## src/rtl/pc_gen_pkg.sv

```systemverilog
// pc_gen_pkg: shared types and constants for the fetch-stage PC generator.
//   pc_state_e : boot/run state of the PC generator FSM
//   pc_sel_e   : source selected for the next PC
//   INSN_LEN_C / INSN_LEN_F : byte length of compressed / full instructions
package pc_gen_pkg;

  typedef enum logic {
    BOOT = 1'b0,
    RUN  = 1'b1
  } pc_state_e;

  typedef enum logic [2:0] {
    SEL_HOLD  = 3'd0,
    SEL_SEQ   = 3'd1,
    SEL_RAS   = 3'd2,
    SEL_REDIR = 3'd3,
    SEL_TRAP  = 3'd4
  } pc_sel_e;

  localparam int INSN_LEN_C = 2;
  localparam int INSN_LEN_F = 4;

endpackage

```

## src/rtl/pc_ras.sv

```systemverilog
// pc_ras: circular return-address stack (built only with PC_GEN_RAS_EN).
// Ports:
//   i_clk, i_rst (async active-low)
//   i_push, i_pop, i_push_data : stack operations; pop+push together
//                                replaces the top entry
//   o_top, o_empty, o_full     : current top entry and occupancy flags
// A push on a full stack overwrites the oldest entry; the count saturates.
module pc_ras #(
  parameter int DEPTH = 4,
  parameter int W     = 32
) (
  input  logic         i_clk,
  input  logic         i_rst,
  input  logic         i_push,
  input  logic         i_pop,
  input  logic [W-1:0] i_push_data,
  output logic [W-1:0] o_top,
  output logic         o_empty,
  output logic         o_full
);
  localparam int PW = $clog2(DEPTH);

  logic [W-1:0]  mem_q [DEPTH];
  logic [PW-1:0] ptr_q;      // next free slot; top lives at ptr_q-1
  logic [PW:0]   cnt_q;
  logic [PW-1:0] top_idx;
  logic          do_pop;

  assign top_idx = ptr_q - PW'(1);
  assign o_top   = mem_q[top_idx];
  assign o_empty = (cnt_q == '0);
  assign o_full  = (cnt_q == (PW+1)'(DEPTH));
  assign do_pop  = i_pop & ~o_empty;

  always_ff @(posedge i_clk or negedge i_rst) begin
    if (!i_rst) begin
      for (int i = 0; i < DEPTH; i++) mem_q[i] <= '0;
      ptr_q <= '0;
      cnt_q <= '0;
    end else if (do_pop && i_push) begin
      mem_q[top_idx] <= i_push_data;
    end else if (i_push) begin
      mem_q[ptr_q] <= i_push_data;
      ptr_q        <= ptr_q + PW'(1);
      if (!o_full) cnt_q <= cnt_q + (PW+1)'(1);
    end else if (do_pop) begin
      ptr_q <= top_idx;
      cnt_q <= cnt_q - (PW+1)'(1);
    end
  end

endmodule

```

## src/rtl/pc_gen.sv

```systemverilog
// pc_gen: fetch-stage program-counter generator for an RV32IC core.
// Optional macro: PC_GEN_RAS_EN enables return prediction through pc_ras.
// Ports:
//   i_clk, i_rst (async active-low)
//   i_fetch_ready, i_stall, i_is_compressed : fetch handshake and length
//   i_trap_valid/i_trap_pc, i_redirect_valid/i_redirect_pc : redirects
//   i_call, i_ret      : call/return hints for the instruction at o_pc
//   o_pc, o_pc_valid   : current fetch PC and its valid
//   o_misalign         : one-cycle pulse after a redirect/trap with bit0 set
//   o_state            : FSM state, debug visibility
// Handshake: o_pc is offered while o_pc_valid=1 and is consumed on a cycle
// where i_fetch_ready=1 and i_stall=0 (fire). Without fire o_pc holds,
// except that a trap or redirect replaces it regardless of ready/stall.
module pc_gen
  import pc_gen_pkg::*;
#(
  parameter int              XLEN        = 32,
  parameter logic [XLEN-1:0] RESET_VEC   = '0,
  parameter int              BOOT_CYCLES = 2,
  parameter int              RAS_DEPTH   = 4
) (
  input  logic            i_clk,
  input  logic            i_rst,
  input  logic            i_fetch_ready,
  input  logic            i_stall,
  input  logic            i_is_compressed,
  input  logic            i_trap_valid,
  input  logic [XLEN-1:0] i_trap_pc,
  input  logic            i_redirect_valid,
  input  logic [XLEN-1:0] i_redirect_pc,
  input  logic            i_call,
  input  logic            i_ret,
  output logic [XLEN-1:0] o_pc,
  output logic            o_pc_valid,
  output logic            o_misalign,
  output pc_state_e       o_state
);
  localparam int CNT_W = (BOOT_CYCLES < 1) ? 1 : $clog2(BOOT_CYCLES + 1);

  pc_state_e       state_q, state_d;
  logic [CNT_W-1:0] boot_cnt_q, boot_cnt_d;
  logic [XLEN-1:0] pc_q, pc_d;
  logic            misalign_q, misalign_d;
  pc_sel_e         sel;
  logic            run, fire, flush;
  logic [XLEN-1:0] seq_pc;
  logic            ras_empty;
  logic [XLEN-1:0] ras_top;

  assign run    = (state_q == RUN);
  assign fire   = run & i_fetch_ready & ~i_stall;
  assign flush  = i_trap_valid | i_redirect_valid;
  assign seq_pc = pc_q + (i_is_compressed ? XLEN'(INSN_LEN_C) : XLEN'(INSN_LEN_F));

`ifdef PC_GEN_RAS_EN
  logic ras_push, ras_pop;
  // Flushes cancel stack updates so a squashed call/ret leaves no trace.
  assign ras_push = run & fire & i_call & ~flush;
  assign ras_pop  = run & fire & i_ret  & ~flush;

  pc_ras #(
    .DEPTH (RAS_DEPTH),
    .W     (XLEN)
  ) u_ras (
    .i_clk       (i_clk),
    .i_rst       (i_rst),
    .i_push      (ras_push),
    .i_pop       (ras_pop),
    .i_push_data (seq_pc),
    .o_top       (ras_top),
    .o_empty     (ras_empty),
    .o_full      ()
  );
`else
  logic unused_ras_inputs;
  assign unused_ras_inputs = i_call ^ i_ret;
  assign ras_empty = 1'b1;
  assign ras_top   = '0;
`endif

  // Next-PC source selection, trap first.
  always_comb begin
    sel = SEL_HOLD;
    if (run) begin
      if (i_trap_valid)                        sel = SEL_TRAP;
      else if (i_redirect_valid)               sel = SEL_REDIR;
      else if (fire && i_ret && !ras_empty)    sel = SEL_RAS;
      else if (fire)                           sel = SEL_SEQ;
    end
  end

  always_comb begin
    pc_d       = pc_q;
    misalign_d = 1'b0;
    unique case (sel)
      SEL_TRAP: begin
        pc_d       = {i_trap_pc[XLEN-1:1], 1'b0};
        misalign_d = i_trap_pc[0];
      end
      SEL_REDIR: begin
        pc_d       = {i_redirect_pc[XLEN-1:1], 1'b0};
        misalign_d = i_redirect_pc[0];
      end
      SEL_RAS:  pc_d = ras_top;
      SEL_SEQ:  pc_d = seq_pc;
      default:  pc_d = pc_q;
    endcase
  end

  // Boot FSM: count down, leave BOOT on the clock that sees zero.
  always_comb begin
    state_d    = state_q;
    boot_cnt_d = boot_cnt_q;
    unique case (state_q)
      BOOT: begin
        if (boot_cnt_q == '0) state_d    = RUN;
        else                  boot_cnt_d = boot_cnt_q - CNT_W'(1);
      end
      default: state_d = RUN;
    endcase
  end

  always_ff @(posedge i_clk or negedge i_rst) begin
    if (!i_rst) begin
      state_q    <= BOOT;
      boot_cnt_q <= CNT_W'(BOOT_CYCLES);
      pc_q       <= RESET_VEC;
      misalign_q <= 1'b0;
    end else begin
      state_q    <= state_d;
      boot_cnt_q <= boot_cnt_d;
      pc_q       <= pc_d;
      misalign_q <= misalign_d;
    end
  end

  assign o_pc       = pc_q;
  assign o_pc_valid = run;
  assign o_misalign = misalign_q;
  assign o_state    = state_q;

endmodule
```

## config.mk

```make
export PLATFORM = sky130hd
export DESIGN_NAME = pc_gen
export DESIGN_NICKNAME = d
export VERILOG_FILES = /design/src/rtl/pc_gen_pkg.sv /design/src/rtl/pc_ras.sv /design/src/rtl/pc_gen.sv
export SDC_FILE = /design/constraint.sdc
export NUM_CORES = 1
export LEC_CHECK = 0
export ABC_AREA = 1
export CAP_MARGIN = 40
export CORE_UTILIZATION = 46
export CTS_BUF_LIST = sky130_fd_sc_hd__clkbuf_8
export CTS_CLUSTER_SIZE = 8
export DETAILED_ROUTE_END_ITERATION = 12
export PLACE_DENSITY = 0.88
export SKIP_CTS_REPAIR_TIMING = 1
export SYNTH_ARGS = -nofsm -noshare
export SYNTH_HDL_FRONTEND = slang
export SYNTH_SLANG_ARGS = --single-unit
```

## constraint.sdc

```tcl
create_clock -name i_clk -period 2.36 [get_ports i_clk]
set_input_delay 0.472 -clock i_clk [delete_from_list [all_inputs] [get_ports i_clk]]
set_output_delay 0.472 -clock i_clk [all_outputs]
set_load 0.03 [all_outputs]
```

* After elaboration in Yosys (flattened, before gate mapping) *
Cells that the tools add are included.

word-level totals
  flip-flop bits (word level) = 36
  bits in latches = 0
  RAM bits = 0
  ROM bits = 0
  input bits = 73
  output and inout bits = 35
  word-level logic and storage cells = 27
  memories = 0

operators by class
  add/subtract/negate cells = 2
  multipliers = 0
  div/mod/pow operators = 0
  magnitude comparators = 0
  equality and inequality tests = 4
  shift operators = 0
  mux-type cells = 9
  bitwise gates (word level) = 5
  reduce and logical (&&, ||, !) cells = 3

operators by type and width
  kind                   count
  $pmux W32 S4           1
  $add A32 B3 Y32        1
  $mux W3                3
  $eq A3 B2 Y1 const B   2
  $reduce_bool A4 Y1     1
  $eq A3 B1 Y1 const B   1
  $eq A3 B3 Y1 const B   1
  $mux W1                3
  $not A1 Y1             3
  $and A1 B1 Y1          2
  $logic_not A2 Y1       1
  $mux W2                1
  $pmux W1 S2            1
  $reduce_and A2 Y1      1
  $sub A2 B1 Y2 const B  1

* Longest topological paths before layout *
Gate-level depths: netlist (run 1).

  word-level depth = 8
  mapped depth = 11
  mapped depth without buffers = 11

* Worst setup path before layout (run 1) *
No wires, ideal clock.

  path kind = reg2reg
  start point = register pc_q[1], in the netlist o_pc[1]
  end point = register pc_q[9], in the netlist o_pc[9]
  library setup time = 113 ps
  arrival = 1891 ps
  data required time = 2247 ps
  path slack = 356 ps
  cell stages (with the launch flop) = 12
  path buffers = 0
  period minus slack after synthesis = 2004 ps
  cells stage by stage = dfrtp_1 ha_1 inv_1 fa_1 nor2_2 nand2_1 inv_1 nand2_1 nand3_1 nand3_1 nand2_1 inv_1

on the way
  cells in the longest elaborated chain, start to end = 2

RTL lines
  what                    line           RTL
  start, declared         pc_gen.sv:42   logic [XLEN-1:0] pc_q, pc_d;
  start signal, assigned  pc_gen.sv:132  pc_q <= pc_d;
  $add A32 B3 Y32         pc_gen.sv:53   assign seq_pc = pc_q + (i_is_compressed ? XLEN'(INSN_LEN_C) : XLEN'(INSN_LEN_F));
  $pmux W32 S4            pc_gen.sv:95   unique case (sel)

No other way between the ends.
A chain may end at the register's enable or synchronous reset.

* Final worst setup path (run 1) *
  start point = input port i_is_compressed
  end point = register pc_q[15], in the netlist o_pc[15]

on the way
  cells in the longest elaborated chain, start to end = 3

RTL lines
  what             line          RTL
  start, declared  pc_gen.sv:26  input logic i_is_compressed,
  $mux W3          pc_gen.sv:53
  $add A32 B3 Y32  pc_gen.sv:53
  $pmux W32 S4     pc_gen.sv:95

No other way between the ends.

==> metrics.yaml, run 1 <==
outcome: "completed"
design.core.area_um2: 6030
tritoncts: "yes"
route.detailed.vias_per_inst: 5.20
grt_first_pass_wirelength_um: 15300
finish.net_count: 668
fmax_mhz: 449
fillerInstances: 519
critical_path.reg2reg.startpoint: "o_pc[1]"
overflow: 0
worst-r2r-setup-slack_ns: 0.42
dp_cells: 659
cp_cell_sequence: "clkdlybuf4s50_1, ha_1, inv_1, fa_2, nor2_1, nand3_2, nor2_4, or2_2, nand3_1, a21oi_1"
final.setup_skew_ns: 0.0101
die_w_um: 81.6
grt_pass1_vias: 3266
critical_path.max_stage_delay_ns: 0.49
net-switching-power_w: 0.000809
detailed_place_hpwl_um: 7320
commonest_cells_after_routing_fill_and_taps_aside: "sky130_fd_sc_hd__nand2_1 (146), sky130_fd_sc_hd__clkdlybuf4s50_1 (104), sky130_fd_sc_hd__nor2_1 (85), sky130_fd_sc_hd__nand3_1 (66), sky130_fd_sc_hd__inv_1 (49)"
cp_slowest_cell: "sky130_fd_sc_hd__clkdlybuf4s50_1"
worst-setup-path-type: "input port to register"
ys_seq_elements: 35
cap_viol_max_count: 0
yosysWarningCount: 0
share_of_final_layout_standard_cells_stronger_than_drive_strength_1: 0.0743
power.internal_w: 0.00136
grt_start_max_net_pins: 38
final.hold.worst_slack_ns: 0.477
timing.hold.worst_endpoint: "boot_cnt_q[0]"
clock_sink_count: 35
slew_viols_final: 0
top_level_ports: 108
die-height_um: 81.6
mappedNetlistArea_um2: 2910
synthesis.area_per_instance_um2: 6.08
drt_pre_antenna_iters: 5
antenna_left: 0
vias: 3471
max-vdd-ir-drop_v: 0.000328
timing.hold.worst.start: "boot_cnt_q[0]"
synthMuxAreaShare: 0
synthArstFlopShare: 1.00
synthesis.instances: 479
dominantRegCellSynth: "sky130_fd_sc_hd__dfrtp_1"
finalCriticalPeriod_ns: 2.23
die_area_um2: 6650
share_of_the_clock_period_used_by_the_worst_path_after_layout: 0.945
crit_required_ns: 2.57
mostFrequentLayoutCell: "sky130_fd_sc_hd__nand2_1"
worstHoldPathType: "register to register"
synth_cell_type_count: 34
critical_path.startpoint_type: "input port"
switching_share_of_power: 0.373
worst_setup_hold_path_clk_slew_ns: 0.07
cts.path.max_buffers: 2
crit_arrival_ns: 2.44
post_synth_xor_area_fraction: 0.00301
power_density_nw_per_um2: 512
effective_utilization_at_floorplan: 0.483
detail_route.wl_per_cell_um: 14.3
residual_drc: 0
numCtsBuffers: 5
pwr-share-clk: 0.248
post_synth_edffs: 0
power.combinational.fraction: 0.384
power.share.sequential: 0.367
synth_top_family_by_area: "simple AND/OR/NAND/NOR gates"
detail_route.iter0.violations: 166
diodes: 0
power.static_leakage_nw: 1.91
timing.rr.end: "o_pc[15]"
buffer_type_at_the_clock_tree_root: "sky130_fd_sc_hd__clkbuf_8"
postRouteWirelength_um: 9570
yosys.area_share.adder: 0.0198
final-instance-count-excl-fill: 667
endpoint_kind: "register"
grt_usage: 0.303
hold_viol: 0
maximum_level_of_the_cts_h_tree: 2
antenna_violations_before_repair: 0
synth_nets: 556
clock_latency_ns: 0.29
worstRegToRegCells: 9
yosysSeqAreaShare: 0.301
area_growth_syn_to_layout_pct: 45.2
gp_congestion: 0.883
synth-compound-area-share: 0.104
synth_simple_gate_area_frac: 0.469
timing.critical_path.fanout_max: 4
unrepaired_setup_endpoints_after_global_routing: "false"
io_buffer_count: 104
rows: 28
setup_violations: 0
min_delay_path_depth: 1
[worst max-delay path: cells and delay by family]
| kind | cells | cell delay (ns) |
|---|---|---|
| and+or+nand+nor | 5 | 0.72 |
| buffers and inverters | 2 | 0.55 |
| adders and majority gates | 2 | 0.56 |
| AOI/OAI and AO/OA | 1 | 0.13 |
[routing by layer]
metal  GRT usage  wire length [um]
met5           0                 0
met4      0.0930               175
met3      0.0378               576
met2       0.520              4670
met1       0.396              4140
[cell families after synthesis]
group                    count (synthesis)
flip-flops                              35
other                                    1
adder cells (fa/ha/maj)                  4
AO/OA/AOI/OAI                           54
XOR/XNOR                                 1
buffers and inverters                   65
AND/OR/NAND/NOR                        319
[layout make-up]
type | count | area [um2] | share of cell area
clock buffers | 5 | 68.8 | 0.0163
clock inverters | 3 | 37.5 | 0.00887
inverters | 48 | 180 | 0.0426
multi-input cells | 379 | 1760 | 0.416
flip-flops and latches | 35 | 877 | 0.207
well taps | 75 | 93.8 | 0.0222
repair buffers | 122 | 1210 | 0.287
[worst max path at each step]
stage | startpoint | end | cells past startpoint
6_report | i_is_compressed | o_pc[15] | 10
2_1_floorplan | o_pc[1] | o_pc[9] | 11
3_3_place_gp | i_is_compressed | o_pc[31] | 11
5_1_grt | i_is_compressed | o_pc[19] | 9
4_1_cts | i_is_compressed | o_pc[31] | 11
3_5_place_dp | i_is_compressed | o_pc[31] | 11
[sequential cells by signal (all words and copies together), names as in the netlist]
| register | flops |
|---|---|
| o_pc | 31 |
| o_pc_valid | 1 |
| o_misalign | 1 |
| boot_cnt_q | 2 |
[through the flow]
| stage | setup TNS (ns) | area [um2] | utilization | setup slack (ns) | total power, W |
|---|---|---|---|---|---|
| 2_1_floorplan | 0 | 2910 | - | 0.356 | 0.00123 |
| 3_3_place_gp | -1.34 | 4100 | 0.681 | -0.180 | 0.00160 |
| 3_5_place_dp | -2.30 | 4100 | 0.681 | -0.258 | 0.00163 |
| 4_1_cts | 0 | 4210 | 0.698 | 0.0409 | 0.00217 |
| 5_1_grt | 0 | 4230 | 0.702 | 0.00518 | 0.00229 |
| 6_report | 0 | 4230 | 0.702 | 0.130 | 0.00217 |
[power groups by stage]
stage / registers [W] / clock network, W / logic, W
finish: 0.000796 / 0.000538 / 0.000832
global route: 0.000808 / 0.000576 / 0.000909
CTS: 0.000791 / 0.000547 / 0.000828
detailed placement: 0.000803 / 0 / 0.000824
global placement: 0.000800 / 0 / 0.000803
floorplan: 0.000916 / 0 / 0.000310
[synthesized netlist by cell type, types with 2 or more instances]
library cell	count	area share
sky130_fd_sc_hd__nand2_1	147	0.19
sky130_fd_sc_hd__nor2_1	86	0.11
sky130_fd_sc_hd__nand3_1	67	0.12
sky130_fd_sc_hd__inv_1	47	0.061
sky130_fd_sc_hd__dfrtp_1	34	0.29
sky130_fd_sc_hd__a21oi_1	26	0.045
sky130_fd_sc_hd__o21ai_0	17	0.029
sky130_fd_sc_hd__buf_4	9	0.023
sky130_fd_sc_hd__buf_2	5	0.0086
sky130_fd_sc_hd__o21bai_1	5	0.013
sky130_fd_sc_hd__or2_2	5	0.011
sky130_fd_sc_hd__ha_1	3	0.013
sky130_fd_sc_hd__nor2_4	3	0.012
sky130_fd_sc_hd__a41oi_1	2	0.0060
sky130_fd_sc_hd__buf_6	2	0.0077
sky130_fd_sc_hd__nor2_2	2	0.0043
sky130_fd_sc_hd__nor3_1	2	0.0034
No activity file was read; power rests on OpenSTA's default activity.
==> inputs of run 2 (changes only) <==
CAP_MARGIN = 20   (was 40)
CORE_ASPECT_RATIO = 1.5   (was unset)
==> metrics.yaml, run 2 (same netlist as run 1, synthesis figures left out) <==
outcome: "completed"
tritoncts: "yes"
post-layout-total-power_w: 0.00205
final-instance-count-excl-fill: 667
fmax_mhz: 456
area_growth_syn_to_layout_pct: 43.9
mostFrequentLayoutCell: "sky130_fd_sc_hd__nand2_1"
unrepaired_setup_endpoints_after_global_routing: "false"
max-vdd-ir-drop_v: 0.000312
detail_route.wl_per_cell_um: 13.9
worst-r2r-setup-slack_ns: 0.48
drt_pre_antenna_iters: 4
dp_cells: 658
detail_route.iter0.violations: 191
design.core.area_um2: 6130
antenna_left: 0
detailed_place_hpwl_um: 7160
finalCriticalPeriod_ns: 2.19
rows: 35
numCtsBuffers: 5
diodes: 0
slew_viols_final: 0
largest_register_ff_count: 31
grt_pass1_vias: 3405
timing.hold.worst.start: "boot_cnt_q[0]"
vias: 3485
worstHoldPathType: "register to register"
critical_path.startpoint_type: "input port"
timing.setup.tns_ns: 0
hold_viol: 0
timing.rr.end: "o_pc[11]"
overflow: 0
timing.critical_path.fanout_max: 5
maximum_level_of_the_cts_h_tree: 2
worst-setup-path-type: "input port to register"
die_area_um2: 6660
crit_start: "i_is_compressed"
crit_required_ns: 2.54
min_delay_path_depth: 1
residual_drc: 0
postRouteWirelength_um: 9270
effective_utilization_at_floorplan: 0.475
clock_latency_ns: 0.29
gp_congestion: 0.935
critPathCapture: "o_pc[11]"
power.static_leakage_nw: 1.90
buffer_type_at_the_clock_tree_root: "sky130_fd_sc_hd__clkbuf_8"
critical_path.reg2reg.startpoint: "o_pc[1]"
antenna_violations_before_repair: 0
commonest_cells_after_routing_fill_and_taps_aside: "sky130_fd_sc_hd__nand2_1 (146), sky130_fd_sc_hd__clkdlybuf4s50_1 (104), sky130_fd_sc_hd__nor2_1 (83), sky130_fd_sc_hd__nand3_1 (67), sky130_fd_sc_hd__inv_1 (49)"
share_of_the_clock_period_used_by_the_worst_path_after_layout: 0.930
cap_viol_max_count: 0
grt_usage: 0.302
final.setup_skew_ns: 0.00429
clock_sink_count: 35
endpoint_kind: "register"
worstRegToRegCells: 10
die-height_um: 99.5
setup_violations: 0
share_of_final_layout_standard_cells_stronger_than_drive_strength_1: 0.0793
die_w_um: 67.0
grt_start_max_net_pins: 36
grt_first_pass_wirelength_um: 15300
crit_arrival_ns: 2.37
route.detailed.vias_per_inst: 5.22
power_density_nw_per_um2: 490
cts.path.max_buffers: 2
io_buffer_count: 104
final.hold.worst_slack_ns: 0.482
worst_setup_hold_path_clk_slew_ns: 0.07
top_level_ports: 108
finish.net_count: 669
-- run 2: changes by cell type in the layout (fill, tap and decap cells not counted), moves of 2 or more --
| cell | change |
|---|---|
| sky130_fd_sc_hd__nor2_2 | +2 |
| sky130_fd_sc_hd__buf_4 | +3 |
| sky130_fd_sc_hd__buf_12 | -2 |
| sky130_fd_sc_hd__nor2_1 | -2 |
-- run 2: power breakdown --
group	internal, W	switching, W
combinational	0.000377	0.000453
sequential	0.000672	0.000123
clock	0.000199	0.000229
total	0.00125	0.000805
-- run 2: final cells by class --
| type | count | area, um2 |
|---|---|---|
| sequential | 35 | 877 |
| inverter | 48 | 180 |
| clock inverter | 3 | 12.5 |
| multi-input combinational | 379 | 1760 |
| timing repair buffer | 123 | 1200 |
| tap | 74 | 92.6 |
| clock buffer | 5 | 68.8 |
| fill | 547 | 1940 |
-- run 2: worst max-delay path, cell delays in order --
cell,delay (ns)
sky130_fd_sc_hd__clkdlybuf4s50_1,0.49
sky130_fd_sc_hd__ha_1,0.17
sky130_fd_sc_hd__inv_1,0.06
sky130_fd_sc_hd__fa_2,0.39
sky130_fd_sc_hd__nor2_4,0.17
sky130_fd_sc_hd__nand2_2,0.11
sky130_fd_sc_hd__nor2_4,0.19
sky130_fd_sc_hd__buf_4,0.14
sky130_fd_sc_hd__nand2_1,0.04
sky130_fd_sc_hd__nand3_1,0.08
sky130_fd_sc_hd__a21oi_1,0.06
-- run 2: metal layers --
| layer | global-route usage | up-vias | wire length, um |
|---|---|---|---|
| met5 | 0 | - | 0 |
| met4 | 0.119 | 0 | 293 |
| met2 | 0.573 | 124 | 5060 |
| met3 | 0.0378 | 19 | 447 |
| li1 | - | 1750 | - |
| met1 | 0.323 | 1592 | 3470 |
-- run 2: worst min-delay path by stage --
stage               slack, ns             to
global route             0.49  boot_cnt_q[0]
floorplan                0.18  boot_cnt_q[0]
detailed placement       0.48  boot_cnt_q[0]
finish                   0.48  boot_cnt_q[0]
global placement         0.45  boot_cnt_q[0]
CTS                      0.49  boot_cnt_q[0]
-- run 2: through the flow --
step / setup WS (ns) / cell area, um2 / utilization
2_1_floorplan: 0.356 / 2910 / -
3_3_place_gp: -0.171 / 4080 / 0.665
3_5_place_dp: -0.235 / 4080 / 0.665
4_1_cts: 0.0262 / 4160 / 0.678
5_1_grt: 0.00424 / 4190 / 0.683
6_report: 0.166 / 4190 / 0.683
==> inputs of run 3 (changes only) <==
SLEW_MARGIN = 20   (was unset)
==> results of run 3 <==
Final layout, timing and power as in run 2 (identical DEF).
==> RTL edit, RTL diff (flow settings as in run 3) <==
Build with the macro `PC_GEN_RAS_EN` defined.
--- a/src/rtl/pc_gen.sv
+++ b/src/rtl/pc_gen.sv
@@ -11,6 +11,8 @@
 // Handshake: o_pc is offered while o_pc_valid=1 and is consumed on a cycle
 // where i_fetch_ready=1 and i_stall=0 (fire). Without fire o_pc holds,
 // except that a trap or redirect replaces it regardless of ready/stall.
+`define PC_GEN_RAS_EN
+
 module pc_gen
   import pc_gen_pkg::*;
 #(
Formal check against the unedited RTL: not equivalent (a bounded check fails within 10 cycles, from zero or initial values and one cycle with i_rst low).
==> RTL edit against run 3 <==
Routed wire length rose to 3.3 times the old value. Synthesized cell count grew to 3.0 times the old value. Power rose to 5.5 times the old value. Global-route usage shrank 1.3 points. Final area rose to 2.9 times the old value. Sequential cell count grew 134. Sequential power rose to 5.5 times the old value. Setup slack got worse by 0.088 ns. Die area grew to 3.3 times the old value. Area after synthesis grew to 3.4 times the old value.
==> RTL edit: results (changes against run 3) <==
* GRT Total Usage at 28.9% (-1.3 points)
* Placed cell area at 11800 sq um (+190%)
* Clk Latency, worst-skew pair at 0.48 ns (+0.19 ns)
* VDD IR max at 0.000720 V (+130%)
* Worst min path class: reg2reg
* Number of diodes at 0 (unchanged)
* H-tree lvl count at 4 (+2)
* Clock Pin Slew Worst Setup and Hold Paths at 0.09 ns (+0.02 ns)
* Commonest cells in the netlist: 556 x nand2_1, 168 x dfrtp_1, 155 x inv_1
* Port Buffers at 107 (+2.9%)
* Main synth FF type: dfrtp_1
* Gpl congestion at 1.03 (+9.9%)
* Critical path arrival at 1.81 ns (-0.56 ns)
* Initial antenna violation count at 0 (unchanged)
* Share of layout cells above drive strength 1 at 10.1% (+2.2 points)
* Drt pass-1 iters at 6 (+2)
* Syn Nets at 1511 (+170%)
* Root buffer cell: clkbuf_8
* WL final at 30500 um (+230%)
* Largest net degree at the start of global routing at 74 (+110%)
* Crit path max fanout at 7 (+2)
* Leakage at 6.01 nW (+220%)
* Clk_skew at 0.0100 ns (+0.00572 ns)
* Max clock buf depth at 2 (unchanged)
* Slew headroom at 66.2%
* Seq/Total Area, Yosys at 43.0% (+13 points)
* Fin nets at 1659 (+150%)
* Outcome: finished clean
* Net switching share of the total power at 42.2% (+2.9 points)
* Max reg flops at 128 (+310%)
* Post-synth ARST share at 100% (unchanged)
* Hold slack final at 0.478 ns (-0.00452 ns)
* Cell variety after synth at 38 (+12%)
* Largest Register: u_ras.mem_q
* Total CTS buffers at 17 (+12)
* First-pass GRT wire length at 49100 um (+220%)
* Worst R2R Setup Slack at 0.19 ns (-0.29 ns)
* Vias in the first global route at 9891 (+190%)
* Delay-heaviest family, CP: buffers and inverters
* Slowest cell on the critical path: clkdlybuf4s50_1
* Via density at 5.45 (+4.3%)
* Crit path largest cell delay at 0.75 ns (+0.26 ns)
* Syn. warnings at 0 (unchanged)
* Initial DRC count at 1083 (+470%)
* Synth area leaders: dfrtp_1 43%, nand2_1 21%, nand3_1 7.6%
* Dpl hpwl at 21500 um (+200%)
RTL edit: kinds of logic after synthesis:
family	count (synthesis)	synth area share, %
buf+inv	230	9.78
simple gates	819	33.8
xor+xnor	13	1.23
fa+ha+maj	11	1.55
flops	169	43.0
compound gates	185	10.6
RTL edit: layout make-up:
| type | count | area, sq um |
|---|---|---|
| inverters | 164 | 616 |
| flip-flops and latches | 169 | 4230 |
| clock inverters | 12 | 130 |
| repair buffers | 195 | 1990 |
| fillers | 1827 | 8730 |
| well taps | 268 | 335 |
| clock buffers | 20 | 275 |
| multi-input cells | 1028 | 4680 |
RTL edit: worst min-delay path: cells and delay by family, from the launching register on:
family	cells	cell delay (ns)
and+or+nand+nor	2	0.10
DFF	1	0.35
RTL edit: per-stage QoR:
step / total power [mW] / worst slack [ns] / setup TNS, ns / utilization (%) / cells
after detailed placement: 9.21 / -0.427 / -38.72 / 56.3 / 1823
after CTS: 11.3 / 0.0405 / 0 / 58.2 / 1855
final: 11.4 / 0.0787 / 0 / 58.4 / 1856
after global placement: 9.01 / -0.334 / -26.82 / 56.3 / 1823
after global routing: 12.1 / 0.0425 / 0 / 58.4 / 1856
after floorplan: 7.44 / 0.0862 / 0 / - / 1427
RTL edit: path summary, 6_finish.rpt:
path	startpoint	endpoint	cells past startpoint
max	o_pc[3]	o_pc[3]	1
min	u_ras.mem_q[96]	u_ras.mem_q[96]	2
max reg2reg	o_pc[1]	u_ras.mem_q[125]	10
min reg2reg	u_ras.mem_q[96]	u_ras.mem_q[96]	2
max in group asynchronous	i_rst	boot_cnt_q[1]	3
min in group asynchronous	i_rst	o_pc[20]	2
RTL edit: power groups by stage:
stage / registers, mW / clock network (mW) / logic [mW]
after floorplan: 4.42 / 0 / 3.02
after CTS: 4.38 / 2.14 / 4.81
final: 4.40 / 2.12 / 4.85
after detailed placement: 4.43 / 0 / 4.77
after global placement: 4.39 / 0 / 4.62
after global routing: 4.50 / 2.25 / 5.38
RTL edit: metal layers:
metal	GRT usage, %	routed length [um]
met4	20.6	2030
met3	3.69	1930
met1	32.8	10900
met2	49.4	15600
met5	0	0
